File: src/rtl/dt_inference_scheduler.sv
// Scheduler between the CAN feature extractor and decision_tree_engine:
// queues feature sets, launches one engine run per set, watchdogs it and returns tagged results.
module dt_inference_scheduler #(
  parameter int unsigned FIFO_DEPTH     = 4,
  parameter int unsigned TIMEOUT_CYCLES = 255
) (
  input  logic        clk,
  input  logic        rst_n,
  input  logic        in_valid,
  output logic        in_ready,
  input  logic [63:0] in_feat_00,
  input  logic [63:0] in_feat_01,
  input  logic [63:0] in_feat_10,
  input  logic [7:0]  in_tag,
  output logic        eng_start,
  input  logic        eng_busy,
  input  logic        eng_done,
  input  logic [1:0]  eng_result,
  input  logic        eng_is_attack,
  output logic [63:0] eng_feat_00,
  output logic [63:0] eng_feat_01,
  output logic [63:0] eng_feat_10,
  output logic        out_valid,
  input  logic        out_ready,
  output logic [7:0]  out_tag,
  output logic [1:0]  out_result,
  output logic        out_is_attack,
  output logic        out_timeout,
  output logic [15:0] frame_count,
  output logic [15:0] attack_count,
  output logic [15:0] timeout_count,
  output logic [2:0]  sched_state
);

  localparam int unsigned FEAT_W  = 64;
  localparam int unsigned TAG_W   = 8;
  localparam int unsigned ENTRY_W = 3 * FEAT_W + TAG_W;
  localparam int unsigned PTR_W   = (FIFO_DEPTH > 1) ? $clog2(FIFO_DEPTH) : 1;
  localparam int unsigned CNT_W   = $clog2(FIFO_DEPTH + 1);
  localparam int unsigned WD_W    = 16;
  localparam int unsigned STAT_W  = 16;

  typedef enum logic [2:0] {
    S_IDLE   = 3'd0,
    S_LAUNCH = 3'd1,
    S_RUN    = 3'd2,
    S_RESULT = 3'd3,
    S_DRAIN  = 3'd4
  } state_e;

  state_e              state_q, state_d;
  logic [PTR_W-1:0]    wr_ptr_q, wr_ptr_d, rd_ptr_q, rd_ptr_d;
  logic [CNT_W-1:0]    count_q, count_d;
  logic                in_ready_q, in_ready_d;
  logic                eng_start_q, eng_start_d;
  logic [FEAT_W-1:0]   feat_00_q, feat_00_d, feat_01_q, feat_01_d, feat_10_q, feat_10_d;
  logic [TAG_W-1:0]    tag_q, tag_d;
  logic [WD_W-1:0]     wd_q, wd_d;
  logic                out_valid_q, out_valid_d;
  logic [TAG_W-1:0]    out_tag_q, out_tag_d;
  logic [1:0]          out_result_q, out_result_d;
  logic                out_is_attack_q, out_is_attack_d;
  logic                out_timeout_q, out_timeout_d;
  logic [STAT_W-1:0]   frame_count_q, frame_count_d;
  logic [STAT_W-1:0]   attack_count_q, attack_count_d;
  logic [STAT_W-1:0]   timeout_count_q, timeout_count_d;

  logic [ENTRY_W-1:0]  fifo_mem_q [FIFO_DEPTH];
  logic [ENTRY_W-1:0]  head_entry;
  logic                push;
  logic                pop;

  assign head_entry = fifo_mem_q[rd_ptr_q];

  // Payload storage needs no reset: count gates every read.
  always_ff @(posedge clk) begin
    if (push) begin
      fifo_mem_q[wr_ptr_q] <= {in_feat_00, in_feat_01, in_feat_10, in_tag};
    end
  end

  always_comb begin
    state_d         = state_q;
    wr_ptr_d        = wr_ptr_q;
    rd_ptr_d        = rd_ptr_q;
    count_d         = count_q;
    eng_start_d     = 1'b0;
    feat_00_d       = feat_00_q;
    feat_01_d       = feat_01_q;
    feat_10_d       = feat_10_q;
    tag_d           = tag_q;
    wd_d            = wd_q;
    out_valid_d     = out_valid_q;
    out_tag_d       = out_tag_q;
    out_result_d    = out_result_q;
    out_is_attack_d = out_is_attack_q;
    out_timeout_d   = out_timeout_q;
    frame_count_d   = frame_count_q;
    attack_count_d  = attack_count_q;
    timeout_count_d = timeout_count_q;
    push            = in_valid & in_ready_q;
    pop             = 1'b0;

    case (state_q)
      S_IDLE: begin
        if ((count_q != '0) && !eng_busy) begin
          pop         = 1'b1;
          feat_00_d   = head_entry[ENTRY_W-1 -: FEAT_W];
          feat_01_d   = head_entry[TAG_W+2*FEAT_W-1 -: FEAT_W];
          feat_10_d   = head_entry[TAG_W+FEAT_W-1 -: FEAT_W];
          tag_d       = head_entry[TAG_W-1:0];
          eng_start_d = 1'b1;
          state_d     = S_LAUNCH;
        end
      end
      S_LAUNCH: begin
        wd_d    = '0;
        state_d = S_RUN;
      end
      S_RUN: begin
        wd_d = wd_q + WD_W'(1);
        if (eng_done) begin
          out_valid_d     = 1'b1;
          out_tag_d       = tag_q;
          out_result_d    = eng_result;
          out_is_attack_d = eng_is_attack;
          out_timeout_d   = 1'b0;
          state_d         = S_RESULT;
        end else if (wd_q == WD_W'(TIMEOUT_CYCLES - 1)) begin
          out_valid_d     = 1'b1;
          out_tag_d       = tag_q;
          out_result_d    = 2'b00;
          out_is_attack_d = 1'b0;
          out_timeout_d   = 1'b1;
          state_d         = S_RESULT;
        end
      end
      S_RESULT: begin
        if (out_ready) begin
          out_valid_d = 1'b0;
          if (frame_count_q != '1) frame_count_d = frame_count_q + STAT_W'(1);
          if (out_is_attack_q && (attack_count_q != '1)) attack_count_d = attack_count_q + STAT_W'(1);
          if (out_timeout_q && (timeout_count_q != '1)) timeout_count_d = timeout_count_q + STAT_W'(1);
          state_d = (out_timeout_q && eng_busy) ? S_DRAIN : S_IDLE;
        end
      end
      S_DRAIN: begin
        // A hung engine must go idle before the next set is issued.
        if (!eng_busy) state_d = S_IDLE;
      end
      default: state_d = S_IDLE;
    endcase

    if (push) wr_ptr_d = wr_ptr_q + PTR_W'(1);
    if (pop)  rd_ptr_d = rd_ptr_q + PTR_W'(1);
    case ({push, pop})
      2'b10:   count_d = count_q + CNT_W'(1);
      2'b01:   count_d = count_q - CNT_W'(1);
      default: count_d = count_q;
    endcase
    in_ready_d = (count_d < CNT_W'(FIFO_DEPTH));
  end

  always_ff @(posedge clk or negedge rst_n) begin
    if (!rst_n) begin
      state_q         <= S_IDLE;
      wr_ptr_q        <= '0;
      rd_ptr_q        <= '0;
      count_q         <= '0;
      in_ready_q      <= 1'b0;
      eng_start_q     <= 1'b0;
      feat_00_q       <= '0;
      feat_01_q       <= '0;
      feat_10_q       <= '0;
      tag_q           <= '0;
      wd_q            <= '0;
      out_valid_q     <= 1'b0;
      out_tag_q       <= '0;
      out_result_q    <= '0;
      out_is_attack_q <= 1'b0;
      out_timeout_q   <= 1'b0;
      frame_count_q   <= '0;
      attack_count_q  <= '0;
      timeout_count_q <= '0;
    end else begin
      state_q         <= state_d;
      wr_ptr_q        <= wr_ptr_d;
      rd_ptr_q        <= rd_ptr_d;
      count_q         <= count_d;
      in_ready_q      <= in_ready_d;
      eng_start_q     <= eng_start_d;
      feat_00_q       <= feat_00_d;
      feat_01_q       <= feat_01_d;
      feat_10_q       <= feat_10_d;
      tag_q           <= tag_d;
      wd_q            <= wd_d;
      out_valid_q     <= out_valid_d;
      out_tag_q       <= out_tag_d;
      out_result_q    <= out_result_d;
      out_is_attack_q <= out_is_attack_d;
      out_timeout_q   <= out_timeout_d;
      frame_count_q   <= frame_count_d;
      attack_count_q  <= attack_count_d;
      timeout_count_q <= timeout_count_d;
    end
  end

  assign in_ready      = in_ready_q;
  assign eng_start     = eng_start_q;
  assign eng_feat_00   = feat_00_q;
  assign eng_feat_01   = feat_01_q;
  assign eng_feat_10   = feat_10_q;
  assign out_valid     = out_valid_q;
  assign out_tag       = out_tag_q;
  assign out_result    = out_result_q;
  assign out_is_attack = out_is_attack_q;
  assign out_timeout   = out_timeout_q;
  assign frame_count   = frame_count_q;
  assign attack_count  = attack_count_q;
  assign timeout_count = timeout_count_q;
  assign sched_state   = state_q;

endmodule

File: config.mk
export PLATFORM = sky130hd
export DESIGN_NAME = dt_inference_scheduler
export DESIGN_NICKNAME = d
export VERILOG_FILES = /design/src/rtl/dt_inference_scheduler.sv
export SDC_FILE = /design/constraint.sdc
export NUM_CORES = 1
export LEC_CHECK = 0
export CAP_MARGIN = 5
export CORE_MARGIN = 3
export CORE_UTILIZATION = 50
export DETAILED_ROUTE_END_ITERATION = 10
export DONT_BUFFER_PORTS = 1
export HOLD_SLACK_MARGIN = 0.12
export PLACE_DENSITY = 0.75
export SETUP_SLACK_MARGIN = 0.3
export SLEW_MARGIN = 20
export SYNTH_ARGS = -nofsm -noshare
export SYNTH_HDL_FRONTEND = slang
export SYNTH_SLANG_ARGS = --single-unit
File: constraint.sdc
create_clock -name clk -period 6.7 [get_ports clk]
set_clock_uncertainty 0.1 [all_clocks]
set_input_delay 1.34 -clock clk [delete_from_list [all_inputs] [get_ports clk]]
set_output_delay 1.34 -clock clk [all_outputs]
set_load 0.005 [all_outputs]
# After elaboration in Yosys (flattened, before gate mapping)
# Memories as Yosys holds them, arrays and structs flattened. A register that Yosys moved wholly into a read port is not among the register bits.
# Cells that the tools add are included.
# word_totals
reg_bits	89
latch_bits	0
ramBits	800
rom_bits	0
output_inout_bits	258
elab_cells	82
n_memories	1
# op_classes
addsub	8
multipliers	0
div_mod_pow	0
n_lt_le_gt_ge	1
n_eq_ne	14
n_shift	0
n_mux	24
n_bitwise	1
n_reduce_logical	18
# mem_list
memory	words	width	rd	rd_ports_with_merged_regs	write_ports	line	text
fifo_mem_q	4	200	1	1	1	68	logic [ENTRY_W-1:0] fifo_mem_q [FIFO_DEPTH];
# op_table
op	n
$add A16 B1 Y16 const B	4
$ne A16 B16 Y1 const B	3
$pmux W16 S2	1
$mux W3	6
$eq A16 B8 Y1 const B	1
$mux W8	2
$pmux W3 S5	1
$reduce_and A3 Y1	4
$mux W1	10
$eq A3 B2 Y1 const B	2
$ne A2 B2 Y1 const B	3
$pmux W3 S2	1
$reduce_bool A2 Y1	3
$add A2 B1 Y2 const B	2
$logic_and A1 B1 Y1	4
$mux W2	2
$reduce_and A2 Y1	2
$reduce_and A4 Y1	1
$add A3 B1 Y3 const B	1
$eq A3 B1 Y1 const B	1
$eq A3 B3 Y1 const B	1
$logic_not A3 Y1	1
$lt A3 B3 Y1 const B	1
$ne A3 B3 Y1 const B	1
other kinds (7)	8

# Depth between registers and ports, before layout
# Gate-level depths: netlist (run 1).
# logic_depth
ltp_word	7
mapped_depth	11
ltp_nobuf	8

# Worst setup path after synthesis (run 1)
# OpenSTA, ideal clock, no wires.
# synth_timing
kind	input port to flip-flop
start	in in_valid
end	mem fifo_mem_q[0][0] (netlist name) (enable)
setup_ns	0.586
arrival_ns	5.959
path_slack_ns	0.055
path_stages	1
n_path_buf	0
path_cell_list	and3_1
# synth_between
elab_chain_len	3
# synth_rtl
element	line	text
start: declaration	9	input logic in_valid,
$and A1 B1 Y1	101	push = in_valid & in_ready_q;
$mux W1	77	if (push) begin
$mux W1 (not written as such)	78	fifo_mem_q[wr_ptr_q] <= {in_feat_00, in_feat_01, in_feat_10, in_tag};
end: declaration	68	
# No other way between the ends.

==> impl_metrics.ini, run 1 <==
[floorplan]
core_area_mm2 = 0.0794
dieArea_mm2 = 0.0840
num_rows = 103
start_util_pct = 50.7
die_h_um = 290
die_w_um = 290
io_pins = 467

[cts]
cts_setup_buffers = 0
cts_buffers = 105
clk_pin_slew_ns = 0.06
cts_tree = yes
cts_resized = 0
cts_root_buf = clkbuf_16
cts_max_level = 3
clock-sinks = 1089
cts_buffer_depth = 3
clk_latency_ns = 0.65
hold_buffers = 0

[sta]
hold_viol_final = 0
worst_slew_pin_slew_ns = 1.13
slew_violations = 0
hold_slack_ns = 0.301
post-route-period-util_pct = 43.2
rsz0062_at_grt = false
tns_ns = 0
max-slew-margin-rel_pct = 24.7
fin_ws_ns = 3.80
setup_viol_count_final = 0
finalCriticalPeriod_ns = 2.90
max_freq_mhz = 345

[place]
port_buffers = 0
hpwl_mm = 47.0
place_area_mm2 = 0.0415
dp.cells = 2837
place_congestion = 0.765
place_ws_ns = 3.17

[worst_setup_path]
cp-startpoint = rd_ptr_q[0]
crit_path_end_kind = flip-flop
critPathLaunchType = flip-flop
reg2reg_from = rd_ptr_q[0]
reg2reg_to = eng_feat_01[43]
arrival_ns = 3.31
path_max_fanout = 88
critPathKind = reg -> reg
regToRegSetupSlack_ns = 3.80
slowest_stage = dfrtp_4
path_cells = buf_12 > mux4_2 > mux2_2
ff2ff_path_depth = 3
slowest_delay_ns = 1.07
cp.required_ns = 7.12

[final_layout]
final_cell_area_mm2 = 0.0452
final_nets = 2114
fin_util_pct = 56.9
drive_gt1_share_pct = 30.7
stdcell_count = 3036
synthToLayoutAreaGrowth_pct = 12.1

[synthesis]
synthMuxAreaShare_pct = 17.4
postSynthCellCount = 1846
synth.distinct_cells = 49
synth-edff-count = 800
yosys.area_share.simple_pct = 2.17
synth_compound_area_share_pct = 0.581
async_reset_ff_share_pct = 26.5
synthAdderAreaFrac_pct = 0.360
synth_xor_area_share_pct = 1.00
synth_seq_cells = 1089
synth_ff_type = edfxtp_1
syn-cell-area_mm2 = 0.0403
yosysWarnings = 0
syn_nets = 2066
syn_area_per_cell_um2 = 21.8
seq_area_frac_synth_pct = 77.6
synth_top_family_by_area = multiplexers

[power]
power_density_mw_per_mm2 = 437
peakVddDrop_mv = 0.295
p_leak_nw = 15.5
p_total_mw = 19.8

[routing]
drtPass1Iterations = 5
vias_per_cell = 5.82
vias = 17700
drc = 0
ant_nets = 0
wire_per_inst_um = 26.6
first_iter_violations = 1144
wl_mm = 80.7

[global_routing]
grt_max_degree = 290
antenna_found_initial = 1
overflow = 0
grt_pass1_vias = 19100
grt_usage_pct = 19.2
grt_pass1_wl_mm = 124

[hold_path]
min-delay-path-class = in -> async

[outcome]
status = finished, final reports clean

[job]
maxCapViolCount = 0
kinds of logic (layout without fill, tap and decap cells):
logic type,Yosys count,in the layout
AOI/OAI and AO/OA,37,37
xor gates and xnor gates,46,46
adders and majority gates,11,11
buffers and inverters,81,220
DFF,1089,1089
muxes,421,421
other,0,1
and+or+nand+nor,161,161
critical path: cells and delay by family (launching register included):
| kind | cells | cell delay, ns |
|---|---|---|
| multiplexers | 2 | 0.88 |
| buffers and inverters | 1 | 0.64 |
| flip-flops | 1 | 1.07 |
report_power, final:
group          leakage (nW)  switching [mW]  internal (mW)  total [mW]
Combinational          2.86            1.74           2.07        3.80
Clock                  1.78            2.48           3.58        6.05
Sequential             10.8            1.11           8.79        9.90
cell usage after synthesis, types with 15 or more instances:
cell | number | share of area (%)
nand3_1 | 31 | 0.39
mux4_2 | 200 | 11
nand2_1 | 41 | 0.38
nor2_1 | 19 | 0.18
o21ai_1 | 15 | 0.19
nand4_1 | 19 | 0.30
clkbuf_1 | 32 | 0.30
edfxtp_1 | 800 | 60
xnor2_1 | 32 | 0.70
dfrtp_1 | 289 | 18
mux2_2 | 202 | 5.6
buf_2 | 41 | 0.51
layout make-up:
cell class / instances / area, um2
inverters: 7 / 26.3
repair buffers: 15 / 225
clock inverters: 64 / 797
well taps: 1050 / 1310
fillers: 5670 / 34200
diodes: 1 / 2.50
multi-input cells: 676 / 8700
flip-flops and latches: 1089 / 31300
clock buffers: 134 / 2850
per-layer routing:
layer	routed length [um]	up-vias	track usage [%]	part of all wire (%)
met4	2200	0	5.96	2.7
met5	0	-	0	0
li1	-	7539	-	-
met2	41900	588	32.9	52
met3	7260	120	7.13	9.0
met1	29300	9418	22.8	36
sequential cells by signal (all words and copies together) (netlist names), named ones only:
signal	count
out_is_attack	1
sched_state	3
out_valid	1
in_ready	1
timeout_count	16
wr_ptr_q	2
attack_count	16
rd_ptr_q	2
eng_start	1
fifo_mem_q	800
out_tag	8
tag_q	8
out_timeout	1
eng_feat_00	64
eng_feat_10	64
out_result	2
frame_count	16
count_q	2
wd_q	16
eng_feat_01	64
how the worst max path moves through the flow:
| stage | to | slack [ns] | depth (start not counted) |
|---|---|---|---|
| after floorplan | fifo_mem_q[1][0] | 0.05 | 1 |
| after global placement | eng_feat_01[52] | 3.21 | 4 |
| after detailed placement | eng_feat_01[39] | 3.17 | 4 |
| after CTS | eng_feat_01[21] | 3.67 | 3 |
| after global routing | eng_feat_01[35] | 3.53 | 3 |
| final | eng_feat_01[43] | 3.80 | 3 |
placed cells by master (no fill, tap or decap), drive strengths merged, types with 3 or more instances in the layout:
| cell type | Yosys | routed |
|---|---|---|
| dfrtp | 289 | 289 |
| nor2 | 20 | 20 |
| nand2 | 41 | 41 |
| nand4 | 19 | 19 |
| nor4 | 5 | 5 |
| o21a | 3 | 3 |
| mux2 | 213 | 213 |
| clkbuf | 32 | 134 |
| a21oi | 5 | 5 |
| nor4b | 3 | 3 |
| mux2i | 8 | 8 |
| mux4 | 200 | 200 |
| o21ai | 15 | 15 |
| xnor2 | 32 | 32 |
| inv | 7 | 11 |
| bufinv | 0 | 14 |
| clkinv | 0 | 40 |
| and3 | 13 | 13 |
| nand3 | 31 | 31 |
| ha | 10 | 10 |
| and2 | 6 | 6 |
| buf | 42 | 15 |
| xor2 | 14 | 14 |
| clkinvlp | 0 | 6 |
| nor3 | 12 | 12 |
| edfxtp | 800 | 800 |
| a31oi | 7 | 7 |
Power figures use the tool's default switching activity.
==> run 2, diff against run 1 <==
==> constraint.sdc (replaced) <==
create_clock -name clk -period 2.7 [get_ports clk]
set_clock_uncertainty 0.1 [all_clocks]
set_input_delay 0.54 -clock clk [delete_from_list [all_inputs] [get_ports clk]]
set_output_delay 0.54 -clock clk [all_outputs]
set_load 0.005 [all_outputs]
==> impl_metrics.ini, run 2 (synthesized netlist as in run 1, its figures left out) <==
[sta]
post-route-period-util_pct = 86.1
max_freq_mhz = 430
hold_slack_ns = -0.536
tns_ns = 0
fin_ws_ns = 0.377
finalCriticalPeriod_ns = 2.32
hold_viol_final = 289
max-slew-margin-rel_pct = 3.09
worst_slew_pin_slew_ns = 1.45
setup_viol_count_final = 0
slew_violations = 0
rsz0062_at_grt = true

[power]
p_total_mw = 50.5
p_leak_nw = 16.8
peakVddDrop_mv = 0.640
power_density_mw_per_mm2 = 1050

[outcome]
violations = hold timing
status = finished with violations

[floorplan]
num_rows = 103
io_pins = 467
start_util_pct = 50.7
die_w_um = 290
core_area_mm2 = 0.0794
die_h_um = 290
dieArea_mm2 = 0.0840

[worst_setup_path]
critPathLaunchType = flip-flop
path_cells = nor2_1 > nor4b_4 > clkbuf_16 > buf_16 > mux2_2
cp.required_ns = 3.12
arrival_ns = 2.74
ff2ff_path_depth = 5
critPathKind = reg -> reg
slowest_delay_ns = 0.49
slowest_stage = dfrtp_1
crit_path_end_kind = flip-flop
path_max_fanout = 42

[cts]
cts_tree = yes
clock-sinks = 1089
clk_pin_slew_ns = 0.07
clk_latency_ns = 0.66
cts_buffers = 105
cts_root_buf = clkbuf_16
hold_buffers = 207
cts_max_level = 3
cts_buffer_depth = 3

[place]
place_congestion = 0.773
place_ws_ns = 0.308
hpwl_mm = 52.5
port_buffers = 0

[final_layout]
largest_reg_flops = 800
synthToLayoutAreaGrowth_pct = 19.6
fin_util_pct = 60.7
drive_gt1_share_pct = 29.5
regMostFlops = fifo_mem_q
final_cell_mix = edfxtp_1 (800), dfrtp_1 (287), dlygate4sd3_1 (207)
final_nets = 2392
final_common_cell = edfxtp_1

[routing]
vias_per_cell = 5.76
ant_nets = 0
wire_per_inst_um = 26.1
first_iter_violations = 1338
drtPass1Iterations = 5
wl_mm = 86.7
vias = 19200
drc = 0

[job]
maxCapViolCount = 0

[global_routing]
grt_usage_pct = 20.5
antenna_found_initial = 12
grt_pass1_vias = 20800
overflow = 0
grt_max_degree = 290
grt_pass1_wl_mm = 132

[hold_path]
min-delay-path-class = in -> async
## run 2: cell types whose count changed in the layout (fill, tap and decap cells not counted), sizes merged
cell	delta
clkinv	-12
diode	+11
bufinv	-2
dlygate4sd3	+207
clkinvlp	-3
clkbuf	+18
buf	+70
inv	+1
## run 2: path summary, 6_finish.rpt
check | slack, ns | endpoint | startpoint
worst min register to register | 0.40 | wd_q[4] | wd_q[4]
max in group asynchronous | 1.64 | rd_ptr_q[0] | rst_n
min in group clk | 0.18 | out_valid | out_ready
worst max-delay path | 0.38 | eng_feat_01[14] | sched_state[1]
worst min-delay path | -0.54 | eng_feat_00[24] | rst_n
worst max register to register | 0.38 | eng_feat_01[14] | sched_state[1]
## run 2: layout make-up
type                            count  area, um2
Sequential cell                  1089      31300
Fill cell                        5331      31200
Timing Repair Buffer              293       3210
Inverter                            7       26.3
Tap cell                         1050       1310
Multi-Input combinational cell    676       8710
Clock inverter                     48        648
Clock buffer                      151       2960
Antenna cell                       12       30.0
## run 2: report_power, final
group	switching, mW	internal (mW)
logic	5.03	6.08
clock network	6.22	8.83
registers	2.61	21.8
## run 2: per-stage QoR
step / cells / area (um2)
after floorplan: 1846 / 40300
after global placement: 2903 / 42400
after detailed placement: 2903 / 42400
after CTS: 3310 / 48100
after global routing: 3322 / 48100
final: 3326 / 48200
## run 2: metal layers
metal	part of all wire [%]	routed length, um	GRT usage [%]
met5	0.016	14	0
met4	3.0	2580	7.16
met3	7.9	6860	5.72
met2	52	45000	35.3
met1	37	32200	24.9
## run 2: what timing repair did
item	4_1_cts	5_1_grt
setup buffers	1	2
cloned	0	2
resized for setup	0	4
endpoints found under the setup margin	1	143
hold endpoints to repair	1097	289
## run 2: critical path, delay by kind of cell, from the launching register on
| family | cells | cell delay, ns |
|---|---|---|
| AND/OR/NAND/NOR | 2 | 0.57 |
| flip-flops | 1 | 0.49 |
| buffers and inverters | 2 | 0.56 |
| multiplexers | 1 | 0.38 |
==> run 3, diff against run 2 <==
--- a/config.mk
+++ b/config.mk
@@ -6,14 +6,15 @@
 export NUM_CORES = 1
 export LEC_CHECK = 0
 export CAP_MARGIN = 5
+export CELL_PAD_IN_SITES_DETAIL_PLACEMENT = 0
+export CELL_PAD_IN_SITES_GLOBAL_PLACEMENT = 1
 export CORE_MARGIN = 3
 export CORE_UTILIZATION = 50
 export DETAILED_ROUTE_END_ITERATION = 10
 export DONT_BUFFER_PORTS = 1
 export HOLD_SLACK_MARGIN = 0.12
-export PLACE_DENSITY = 0.75
+export PLACE_DENSITY = 0.83
 export SETUP_SLACK_MARGIN = 0.3
-export SLEW_MARGIN = 20
 export SYNTH_ARGS = -nofsm -noshare
 export SYNTH_HDL_FRONTEND = slang
 export SYNTH_SLANG_ARGS = --single-unit
==> constraint.sdc (replaced) <==
create_clock -name clk -period 2.7 [get_ports clk]
set_clock_uncertainty 0.1 [all_clocks]
set_input_delay 0.54 -clock clk [delete_from_list [all_inputs] [get_ports clk]]
set_output_delay 0.54 -clock clk [all_outputs]
set_load 0.01 [all_outputs]
==> impl_metrics.ini, run 3 (synthesized netlist as in run 1, its figures left out) <==
[worst_setup_path]
critPathKind = reg -> reg
reg2reg_to = eng_feat_01[44]
slowest_delay_ns = 0.53
regToRegSetupSlack_ns = 0.39
critPathMostFrequentCell = buf_12
reg2reg_from = sched_state[2]
path_cells = nor4b_4 > buf_12 > buf_12 > mux2_2
slowest_stage = dfrtp_1
crit_path_end_kind = flip-flop
ff2ff_path_depth = 4
cp.required_ns = 3.13
critPathLaunchType = flip-flop
path_max_fanout = 50
arrival_ns = 2.73

[sta]
hold_slack_ns = -0.520
tns_ns = 0
max_freq_mhz = 433
max-slew-margin-rel_pct = 49.3
finalCriticalPeriod_ns = 2.31
post-route-period-util_pct = 85.5
worst_slew_pin_slew_ns = 0.760
hold_viol_final = 289
slew_violations = 0
setup_viol_count_final = 0
rsz0062_at_grt = true

[global_routing]
grt_pass1_vias = 20900
overflow = 0
grt_max_degree = 290
grt_usage_pct = 20.9
grt_pass1_wl_mm = 134
antenna_found_initial = 15

[cts]
hold_buffers = 207
clk_latency_ns = 0.66
cts_root_buf = clkbuf_16
cts_buffers = 106
cts_max_level = 3
clk_pin_slew_ns = 0.06
clock-sinks = 1089
cts_setup_buffers = 0
cts_buffer_depth = 3
cts_tree = yes

[routing]
vias = 19200
ant_nets = 0
vias_per_cell = 5.80
drc = 0
wire_per_inst_um = 26.3
first_iter_violations = 1568
drtPass1Iterations = 5
wl_mm = 87.1

[outcome]
violations = hold timing
status = finished with violations

[final_layout]
largest_reg_flops = 800
final_cell_mix = edfxtp_1 (800), dfrtp_1 (287), dlygate4sd3_1 (207)
stdcell_count = 3313
final_nets = 2376
final_common_cell = edfxtp_1
synthToLayoutAreaGrowth_pct = 18.8
regMostFlops = fifo_mem_q
drive_gt1_share_pct = 29.0

[power]
power_density_mw_per_mm2 = 1060
power.clock.fraction_pct = 29.0
p_sw_share_pct = 28.6
power.switching_mw = 14.4
peakVddDrop_mv = 0.722
p_total_mw = 50.5
combPwrFrac_pct = 21.6
p_leak_nw = 16.6
power_frac_seq_pct = 49.4
internal-power_mw = 36.1

[floorplan]
core_area_mm2 = 0.0794
io_pins = 467
die_h_um = 290
num_rows = 103
dieArea_mm2 = 0.0840
start_util_pct = 50.7
die_w_um = 290

[place]
place_congestion = 0.801
port_buffers = 0
dp.cells = 2891
hpwl_mm = 52.8

[job]
maxCapViolCount = 0

[hold_path]
min-delay-path-class = in -> async
-- run 3: worst max path at each step --
| stage | start | end | slack, ns | cells after the start |
|---|---|---|---|---|
| final | sched_state[2] | eng_feat_01[44] | 0.39 | 4 |
| after global routing | sched_state[1] | eng_feat_01[44] | 0.30 | 5 |
| after CTS | sched_state[1] | eng_feat_01[44] | 0.38 | 5 |
| after detailed placement | sched_state[1] | eng_feat_10[28] | 0.29 | 5 |
| after global placement | sched_state[2] | eng_feat_10[1] | 0.37 | 4 |
| after floorplan | wr_ptr_q[0] | fifo_mem_q[2][0] | 0.07 | 3 |
-- run 3: repair_timing --
item / 4_1_cts / 5_1_grt
hold endpoints to repair: 1099 / 289
pin swaps: 0 / 1
endpoints found under the setup margin: 10 / 12
resized for setup: 1 / 6
-- run 3: critical path: cells and delay by family (launching register included) --
family | cells | cell delay [ns]
flip-flops | 1 | 0.53
AND/OR/NAND/NOR | 1 | 0.42
buffers and inverters | 2 | 0.69
multiplexers | 1 | 0.39
-- run 3: metal layers --
layer,track usage (%),routed length [um]
met1,26.2,32400
met2,35.9,45600
met3,5.23,6330
met4,7.03,2730
met5,0,15
-- run 3: cell type report --
| class | instances | area [um2] |
|---|---|---|
| diodes | 14 | 35.0 |
| clock buffers | 155 | 3040 |
| clock inverters | 46 | 505 |
| fillers | 5411 | 31500 |
| inverters | 7 | 26.3 |
| multi-input cells | 676 | 8720 |
| flip-flops and latches | 1089 | 31300 |
| well taps | 1050 | 1310 |
| repair buffers | 276 | 2960 |
-- run 3: power groups by stage --
stage | Sequential [mW] | Clock [mW] | Combinational [mW]
final | 25.0 | 14.7 | 10.9
after global routing | 25.3 | 15.6 | 11.8
after CTS | 25.0 | 14.9 | 11.1
after detailed placement | 25.3 | 0 | 10.6
after global placement | 25.1 | 0 | 10.3
after floorplan | 24.1 | 0 | 7.93
-- run 3: metrics by stage --
step           setup slack (ns)  util (%)  instance area (um2)  hold WS, ns
2_1_floorplan            0.0662         -                40300        0.144
3_3_place_gp              0.370      53.1                42200        0.165
3_5_place_dp              0.294      53.1                42200        0.165
4_1_cts                   0.384      60.2                47800       -0.574
5_1_grt                   0.297      60.3                47900       -0.571
6_report                  0.392      60.3                47900       -0.520
